[src/rtl/mac_pe_seq.sv]
// -----------------------------------------------------------------------------
// mac_pe_seq
//
// Job sequencer for a single fixed->float MAC processing element (PE).
// Each job runs through the same steps:
//   1. Clear the PE accumulator by holding pe_aresetn low for CLR_CYCLES.
//   2. Load the B vector into the PE local RAM. Each 32-bit word holds two
//      elements: [31:16] is the even element and [15:0] is the odd element.
//   3. Stream the A vector one element at a time. Each element waits for the
//      PE result-valid, because the PE only feeds its accumulator back after
//      pe_dvalid. Elements therefore cannot be pipelined.
//   4. Present the final accumulator value on a valid/ready result port.
//
// Ports
//   aclk, aresetn        clock; synchronous active-low reset
//   start, vec_len       job start pulse (IDLE only) and element count
//   s_bvalid/s_bdata/s_bready   B word stream (two elements per word)
//   s_avalid/s_adata/s_aready   A element stream
//   m_valid/m_result/m_ready    result port; held until m_ready
//   busy                 high in every state except IDLE
//   err                  sticky: bad length or PE timeout; cleared by the
//                        next accepted start
//   pe_aresetn           PE reset; low under aresetn and during CLEAR
//   pe_we/pe_addr/pe_din PE RAM write port (addr = word index on writes,
//                        element index on reads)
//   pe_ain/pe_valid      PE A operand and one-cycle issue pulse
//   pe_dvalid/pe_dout    PE result
//
// Every output is a flop. The _d values are computed in a single always_comb
// and registered in a single always_ff.
// -----------------------------------------------------------------------------
module mac_pe_seq #(
  parameter int L_RAM_SIZE   = 6,
  parameter int CLR_CYCLES   = 4,
  parameter int WAIT_TIMEOUT = 255
) (
  input  logic                  aclk,
  input  logic                  aresetn,
  input  logic                  start,
  input  logic [L_RAM_SIZE:0]   vec_len,
  input  logic                  s_bvalid,
  input  logic [31:0]           s_bdata,
  output logic                  s_bready,
  input  logic                  s_avalid,
  input  logic [15:0]           s_adata,
  output logic                  s_aready,
  output logic                  m_valid,
  output logic [31:0]           m_result,
  input  logic                  m_ready,
  output logic                  busy,
  output logic                  err,
  output logic                  pe_aresetn,
  output logic                  pe_we,
  output logic [L_RAM_SIZE-1:0] pe_addr,
  output logic [31:0]           pe_din,
  output logic [15:0]           pe_ain,
  output logic                  pe_valid,
  input  logic                  pe_dvalid,
  input  logic [31:0]           pe_dout
);

  localparam int LEN_W = L_RAM_SIZE + 1;
  localparam int CLR_W = $clog2(CLR_CYCLES + 1);
  localparam int TMR_W = $clog2(WAIT_TIMEOUT + 1);

  // Largest legal job length, 2**L_RAM_SIZE, in the width of vec_len.
  localparam logic [LEN_W-1:0] MAX_LEN = {1'b1, {L_RAM_SIZE{1'b0}}};

  typedef enum logic [2:0] {
    S_IDLE,
    S_CLEAR,
    S_LOAD,
    S_RD,
    S_ISSUE,
    S_WAIT,
    S_RESP
  } state_t;

  // ---------------------------------------------------------------------------
  // State and counters
  // ---------------------------------------------------------------------------
  state_t                  state_q, state_d;
  logic [LEN_W-1:0]        len_q, len_d;
  logic [CLR_W-1:0]        clr_q, clr_d;
  logic [L_RAM_SIZE-1:0]   w_q, w_d;      // B word index
  logic [L_RAM_SIZE-1:0]   e_q, e_d;      // A/B element index
  logic [TMR_W-1:0]        tmr_q, tmr_d;  // per-element wait timer

  // ---------------------------------------------------------------------------
  // Registered outputs
  // ---------------------------------------------------------------------------
  logic                  s_bready_q, s_bready_d;
  logic                  s_aready_q, s_aready_d;
  logic                  m_valid_q, m_valid_d;
  logic [31:0]           m_result_q, m_result_d;
  logic                  busy_q, busy_d;
  logic                  err_q, err_d;
  logic                  pe_aresetn_q, pe_aresetn_d;
  logic                  pe_we_q, pe_we_d;
  logic [L_RAM_SIZE-1:0] pe_addr_q, pe_addr_d;
  logic [31:0]           pe_din_q, pe_din_d;
  logic [15:0]           pe_ain_q, pe_ain_d;
  logic                  pe_valid_q, pe_valid_d;

  // len-1 gives both terminal indices. The element index is the low bits.
  // The word index is the same value halved, so an odd length ends on a
  // word whose low half is never read.
  logic [LEN_W-1:0]      len_m1;
  logic [L_RAM_SIZE-1:0] last_elem;
  logic [L_RAM_SIZE-1:0] last_word;

  assign len_m1    = len_q - LEN_W'(1);
  assign last_elem = len_m1[L_RAM_SIZE-1:0];
  assign last_word = len_m1[L_RAM_SIZE:1];

  logic len_bad;
  assign len_bad = (vec_len == '0) || (vec_len > MAX_LEN);

  // ---------------------------------------------------------------------------
  // Next-state logic
  // ---------------------------------------------------------------------------
  always_comb begin
    state_d    = state_q;
    len_d      = len_q;
    clr_d      = clr_q;
    w_d        = w_q;
    e_d        = e_q;
    tmr_d      = tmr_q;
    m_valid_d  = m_valid_q;
    m_result_d = m_result_q;
    err_d      = err_q;
    pe_addr_d  = pe_addr_q;
    pe_din_d   = pe_din_q;
    pe_ain_d   = pe_ain_q;
    // Write enable and issue are single-cycle pulses.
    pe_we_d    = 1'b0;
    pe_valid_d = 1'b0;

    case (state_q)
      S_IDLE: begin
        if (start) begin
          if (len_bad) begin
            err_d = 1'b1;
          end else begin
            len_d   = vec_len;
            err_d   = 1'b0;
            clr_d   = '0;
            w_d     = '0;
            e_d     = '0;
            state_d = S_CLEAR;
          end
        end
      end

      S_CLEAR: begin
        // pe_aresetn went low on the edge that entered CLEAR. It is held
        // low through CLR_CYCLES edges in total, counting that entry edge.
        if (clr_q == CLR_W'(CLR_CYCLES - 1)) begin
          state_d = S_LOAD;
        end else begin
          clr_d = clr_q + CLR_W'(1);
        end
      end

      S_LOAD: begin
        if (s_bvalid && s_bready_q) begin
          pe_we_d   = 1'b1;
          pe_addr_d = w_q;
          pe_din_d  = s_bdata;
          w_d       = w_q + L_RAM_SIZE'(1);
          if (w_q == last_word) begin
            state_d = S_RD;
          end
        end
      end

      S_RD: begin
        // Point the RAM at the element before the A operand is taken. This
        // covers the PE's one-cycle read latency. The last B write, if any,
        // is on the bus during this cycle.
        pe_addr_d = e_q;
        state_d   = S_ISSUE;
      end

      S_ISSUE: begin
        if (s_avalid && s_aready_q) begin
          pe_ain_d   = s_adata;
          pe_valid_d = 1'b1;
          tmr_d      = '0;
          state_d    = S_WAIT;
        end
      end

      S_WAIT: begin
        if (pe_dvalid) begin
          if (e_q == last_elem) begin
            m_result_d = pe_dout;
            m_valid_d  = 1'b1;
            state_d    = S_RESP;
          end else begin
            e_d       = e_q + L_RAM_SIZE'(1);
            pe_addr_d = e_q + L_RAM_SIZE'(1);
            state_d   = S_RD;
          end
        end else if (tmr_q == TMR_W'(WAIT_TIMEOUT - 1)) begin
          // The abort lands WAIT_TIMEOUT cycles after the pe_valid pulse.
          err_d   = 1'b1;
          state_d = S_IDLE;
        end else begin
          tmr_d = tmr_q + TMR_W'(1);
        end
      end

      S_RESP: begin
        if (m_ready) begin
          m_valid_d = 1'b0;
          state_d   = S_IDLE;
        end
      end

      default: state_d = S_IDLE;
    endcase

    // Outputs that depend only on the state are derived from the next state.
    // This keeps them registered and aligned with the state they describe.
    busy_d       = (state_d != S_IDLE);
    s_bready_d   = (state_d == S_LOAD);
    s_aready_d   = (state_d == S_ISSUE);
    pe_aresetn_d = (state_d != S_CLEAR);
  end

  // ---------------------------------------------------------------------------
  // Registers
  // ---------------------------------------------------------------------------
  always_ff @(posedge aclk) begin
    if (!aresetn) begin
      state_q      <= S_IDLE;
      len_q        <= '0;
      clr_q        <= '0;
      w_q          <= '0;
      e_q          <= '0;
      tmr_q        <= '0;
      s_bready_q   <= 1'b0;
      s_aready_q   <= 1'b0;
      m_valid_q    <= 1'b0;
      m_result_q   <= '0;
      busy_q       <= 1'b0;
      err_q        <= 1'b0;
      pe_aresetn_q <= 1'b0;
      pe_we_q      <= 1'b0;
      pe_addr_q    <= '0;
      pe_din_q     <= '0;
      pe_ain_q     <= '0;
      pe_valid_q   <= 1'b0;
    end else begin
      state_q      <= state_d;
      len_q        <= len_d;
      clr_q        <= clr_d;
      w_q          <= w_d;
      e_q          <= e_d;
      tmr_q        <= tmr_d;
      s_bready_q   <= s_bready_d;
      s_aready_q   <= s_aready_d;
      m_valid_q    <= m_valid_d;
      m_result_q   <= m_result_d;
      busy_q       <= busy_d;
      err_q        <= err_d;
      pe_aresetn_q <= pe_aresetn_d;
      pe_we_q      <= pe_we_d;
      pe_addr_q    <= pe_addr_d;
      pe_din_q     <= pe_din_d;
      pe_ain_q     <= pe_ain_d;
      pe_valid_q   <= pe_valid_d;
    end
  end

  assign s_bready   = s_bready_q;
  assign s_aready   = s_aready_q;
  assign m_valid    = m_valid_q;
  assign m_result   = m_result_q;
  assign busy       = busy_q;
  assign err        = err_q;
  assign pe_aresetn = pe_aresetn_q;
  assign pe_we      = pe_we_q;
  assign pe_addr    = pe_addr_q;
  assign pe_din     = pe_din_q;
  assign pe_ain     = pe_ain_q;
  assign pe_valid   = pe_valid_q;

endmodule

[config.mk]
export PLATFORM = sky130hd
export DESIGN_NAME = mac_pe_seq
export DESIGN_NICKNAME = d
export VERILOG_FILES = /design/src/rtl/mac_pe_seq.sv
export SDC_FILE = /design/constraint.sdc
export NUM_CORES = 1
export LEC_CHECK = 0
export BUFFER_PORTS_ARGS = -buffer_cell sky130_fd_sc_hd__buf_2
export CORE_UTILIZATION = 45
export DETAILED_ROUTE_END_ITERATION = 8
export PLACE_DENSITY = 0.78
export SETUP_SLACK_MARGIN = 0.2
export SYNTH_ARGS = -nofsm -noshare
export SYNTH_HDL_FRONTEND = slang
export SYNTH_SLANG_ARGS = --single-unit
[constraint.sdc]
create_clock -name aclk -period 2.1 [get_ports aclk]
set_input_delay 0.315 -clock aclk [delete_from_list [all_inputs] [get_ports aclk]]
set_output_delay 0.315 -clock aclk [all_outputs]
set_load 0.02 [all_outputs]
==> flow_metrics.py <==
metrics = {
    "floorplanning": {
        "floorplan.io_pins": 188,
        "num_rows": 39,
        "die-area_um2": 12200,
        "die_width_um": 110,
        "start_util_pct": 46.3,
        "die_height_um": 110,
        "placeableCoreArea_um2": 11400,
    },
    "power_and_ir_drop": {
        "vdd_drop_max_mv": 0.501,
        "power.share.combinational_pct": 6.1,
        "powerDensity_nw_per_um2": 788,
        "seq_power_share_pct": 41.6,
        "internal_power_w": 0.00458,
        "p_sw_share_pct": 22.0,
        "share_clk_of_total_power_pct": 52.3,
        "cellLeakagePower_nw": 3.51,
        "psw_w": 0.00129,
    },
    "worst_hold_path": {
        "worst_hold_startpoint": "s_bdata[25]",
        "timing.hold.worst_endpoint": "pe_din[25]$_SDFFE_PN0P_",
        "hold_class": "input port to register",
        "hold_path_depth": 3,
    },
    "job": {
        "max_cap_violations": 0,
    },
    "synth": {
        "ys.warnings.count": 0,
        "synthDominantAreaCellType": "sky130_fd_sc_hd__dfxtp_1",
        "synthesis.instances": 603,
        "synth_area_per_cell_um2": 8.76,
        "synth_area_leaders": "sky130_fd_sc_hd__dfxtp_1 (48%), sky130_fd_sc_hd__nand2_1 (8.0%), sky130_fd_sc_hd__mux2i_1 (7.4%), sky130_fd_sc_hd__a21oi_1 (6.4%), sky130_fd_sc_hd__nor2_1 (4.5%)",
        "synth-async-reset-ratio_pct": 0,
        "yosysSeqAreaShare_pct": 48.1,
        "yosys-top-cells-count": "sky130_fd_sc_hd__dfxtp_1 (127), sky130_fd_sc_hd__nand2_1 (113), sky130_fd_sc_hd__a21oi_1 (68)",
        "ys_dominant_reg_cell": "sky130_fd_sc_hd__dfxtp_1",
        "synth_enable_flop_cells": 0,
        "synthMostInstantiatedCell": "sky130_fd_sc_hd__dfxtp_1",
        "fraction_of_post_synthesis_cell_area_in_the_top_cell_type_by_area_pct": 48.1,
        "synth.cell_area_um2": 5280,
        "synth.lib_cells_used.distinct": 58,
        "postSynthNetCount": 704,
        "synth.ff_latch_count": 127,
    },
    "grt": {
        "grt_pass1_wl_um": 22500,
        "grt_antenna_before_repair": 0,
        "grt_pass1_vias": 4905,
        "grt.overflow.total": 0,
        "grt_use_total_pct": 24.3,
        "pin_count_of_the_biggest_net_entering_global_routing": 68,
    },
    "finish": {
        "layout_cells_sized_above_1_pct": 37.5,
        "area_growth_syn_to_layout_pct": 41.1,
        "final_core_util_pct": 65.3,
        "multi_input_comb_area_um2": 2720,
        "finish.net_count": 920,
        "regArea_um2": 2550,
        "nFillCells": 926,
    },
    "worst_setup_path": {
        "worst-r2r-setup-slack_ps": -170,
        "rr_worst_depth": 11,
        "worstPathRequired_ps": 2430,
        "critPathCaptureType": "register",
        "criticalPathCategory": "register to register",
        "r2r-start": "len_q[1]$_SDFFE_PN0P_",
        "worstPathArrival_ps": 2600,
        "worst-path-max-fanout": 5,
        "critical_path.startpoint_type": "register",
        "reg2reg_to": "s_aready$_SDFF_PN0_",
    },
    "clocking": {
        "post_cts_hold_buffer_count": 0,
        "clock_tree.root_cell": "sky130_fd_sc_hd__clkbuf_16",
        "cts_made_buffers": 17,
        "cts_tree": "done",
        "cts.sink_count": 127,
        "clock_tree.htree_level_count": 4,
        "max-clock-path-buffers": 2,
        "cts_clock_pin_slew_for_the_worst_setup_and_hold_paths_ps": 60,
        "clock_latency_at_the_later_pin_of_the_worst_skew_pair_ps": 420,
    },
    "place": {
        "place_hpwl_um": 10400,
        "port_buffers": 187,
        "gpl.final_weighted_congestion": 0.850,
    },
    "drt": {
        "detailroute.wirelength.met3_um": 997,
        "m1WireLength_um": 6000,
        "drt-vias-per-instance": 5.28,
        "drt-initial-drc-count": 263,
        "detail_route.wirelength_um": 14900,
        "drt-wirelength-per-cell_um": 15.3,
        "routed.top_layer": "met4",
        "drt-pass1-iter-count": 5,
        "dr_wl_met2_um": 7620,
        "dr_total_vias": 5147,
        "detail_route.drc_violations": 0,
        "remaining_antenna_violation_count": 0,
    },
    "outcome": {
        "failing_checks": "negative setup slack",
        "run_status": "finished with violations",
    },
    "timing": {
        "finalHoldWorstSlack_ps": 127,
        "finalCriticalPeriod_ps": 2270,
        "postLayoutSetupSlackWorst_ps": -174,
        "finalMaxSlewViolations": 0,
        "tightest_slew_ps": 550,
        "setup_viol": 50,
        "clock_skew_ps": 5.08,
        "layout_worst_path_cycle_share_pct": 108,
        "finalHoldViolCount": 0,
        "slew-limit-headroom_pct": 63.1,
        "clock.fmax_mhz": 440,
        "rsz0062_at_grt": "yes",
    },
}
==> layer usage <==
layer  vias to the layer above  GRT usage [%]
met5                         -              0
met4                         0           10.3
met3                        31           8.99
met2                       180           41.4
met1                      2431           27.2
li1                       2505              -
==> cell type report <==
| cell class | instances | area share, % |
|---|---|---|
| inverters | 6 | 0.302 |
| well taps | 143 | 2.40 |
| clock inverters | 14 | 2.57 |
| diodes | 1 | 0.0336 |
| repair buffers | 235 | 18.3 |
| clock buffers | 17 | 5.71 |
| multi-input cells | 432 | 36.5 |
| flip-flops and latches | 127 | 34.2 |
==> kinds of logic (layout without fill, tap and decap cells) <==
group                    Yosys count  after routing  synth area share, %
AO/OA/AOI/OAI                    113            113                 12.6
XOR/XNOR                          26             26                 4.83
adder cells (fa/ha/maj)            7              7                 1.66
buffers and inverters             44            272                 3.46
flip-flops                       127            127                 48.1
multiplexers                      39             39                 7.39
other                              0              1                    0
AND/OR/NAND/NOR                  247            247                 21.9
==> power by group through the flow <==
stage	registers (W)	clock network, W	logic (W)
2_1_floorplan	0.00249	0	0.000158
3_3_place_gp	0.00249	0	0.000319
3_5_place_dp	0.00249	0	0.000332
4_1_cts	0.00244	0.00312	0.000339
5_1_grt	0.00244	0.00322	0.000385
6_report	0.00244	0.00307	0.000358
==> flip-flops by register name (all words and copies together) (netlist names) <==
name	count
s_bready	1
pe_we	1
w_q	6
pe_valid	1
pe_din	32
state_q	3
e_q	6
len_q	7
pe_addr	6
clr_q	3
s_aready	1
busy	1
err	1
tmr_q	8
pe_aresetn	1
m_valid	1
pe_ain	16
m_result	32
==> worst max-delay path: stages, from the launching register on <==
cell and delay, ps:
sky130_fd_sc_hd__dfxtp_2 340, sky130_fd_sc_hd__inv_2 70, sky130_fd_sc_hd__ha_4 130, sky130_fd_sc_hd__or3b_4 420, sky130_fd_sc_hd__xnor2_4 150, sky130_fd_sc_hd__nor4_4 130
sky130_fd_sc_hd__buf_4 190, sky130_fd_sc_hd__buf_6 110, sky130_fd_sc_hd__nand3_4 120, sky130_fd_sc_hd__buf_4 180, sky130_fd_sc_hd__a21oi_4 130, sky130_fd_sc_hd__nor4b_2 210
==> what timing repair did <==
action                     in CTS  in global routing
setup endpoints to repair      61                 70
gates resized for setup         7                 31
pin swaps                       3                 11
buffers inserted                1                  5
==> through the flow <==
stage	instances	setup TNS [ps]	cell area, µm²	setup WS [ps]	power (W)
5_1_grt	974	-8450	7450	-229	0.00605
2_1_floorplan	603	-57.6	5360	-42.5	0.00265
3_5_place_dp	937	-9530	6640	-326	0.00283
6_report	975	-4390	7460	-174	0.00587
3_3_place_gp	937	-4230	6640	-190	0.00281
4_1_cts	969	-3480	7300	-131	0.00590
==> worst max-delay path by stage <==
| stage | slack, ps | start | end | cells after the start |
|---|---|---|---|---|
| floorplan | -40 | vec_len[0] | pe_aresetn$_SDFF_PN0_ | 7 |
| detailed placement | -330 | vec_len[0] | s_aready$_SDFF_PN0_ | 7 |
| finish | -170 | len_q[1]$_SDFFE_PN0P_ | s_aready$_SDFF_PN0_ | 11 |
| CTS | -130 | len_q[1]$_SDFFE_PN0P_ | pe_aresetn$_SDFF_PN0_ | 8 |
| global route | -230 | len_q[1]$_SDFFE_PN0P_ | s_aready$_SDFF_PN0_ | 11 |
| global placement | -190 | vec_len[0] | w_q[5]$_SDFFE_PN0P_ | 7 |
==> layout by cell type (no fill, tap or decap), types with 4 or more instances in the layout <==
cell type	count
sky130_fd_sc_hd__clkbuf_16	17
sky130_fd_sc_hd__dfxtp_2	6
sky130_fd_sc_hd__buf_4	38
sky130_fd_sc_hd__a211oi_1	4
sky130_fd_sc_hd__ha_1	6
sky130_fd_sc_hd__buf_6	6
sky130_fd_sc_hd__xnor2_1	10
sky130_fd_sc_hd__nor3_1	7
sky130_fd_sc_hd__xor2_1	13
sky130_fd_sc_hd__nand3_1	8
sky130_fd_sc_hd__nand4_1	8
sky130_fd_sc_hd__bufinv_16	4
sky130_fd_sc_hd__clkinvlp_4	4
sky130_fd_sc_hd__or3_1	6
sky130_fd_sc_hd__a21oi_2	7
sky130_fd_sc_hd__buf_2	187
sky130_fd_sc_hd__nor2_1	63
sky130_fd_sc_hd__nand3b_1	4
sky130_fd_sc_hd__a21oi_1	62
sky130_fd_sc_hd__nand2_1	113
sky130_fd_sc_hd__o211ai_1	4
sky130_fd_sc_hd__mux2i_1	36
sky130_fd_sc_hd__o21ai_0	13
sky130_fd_sc_hd__dfxtp_1	121
Power figures use the tool's default switching activity.
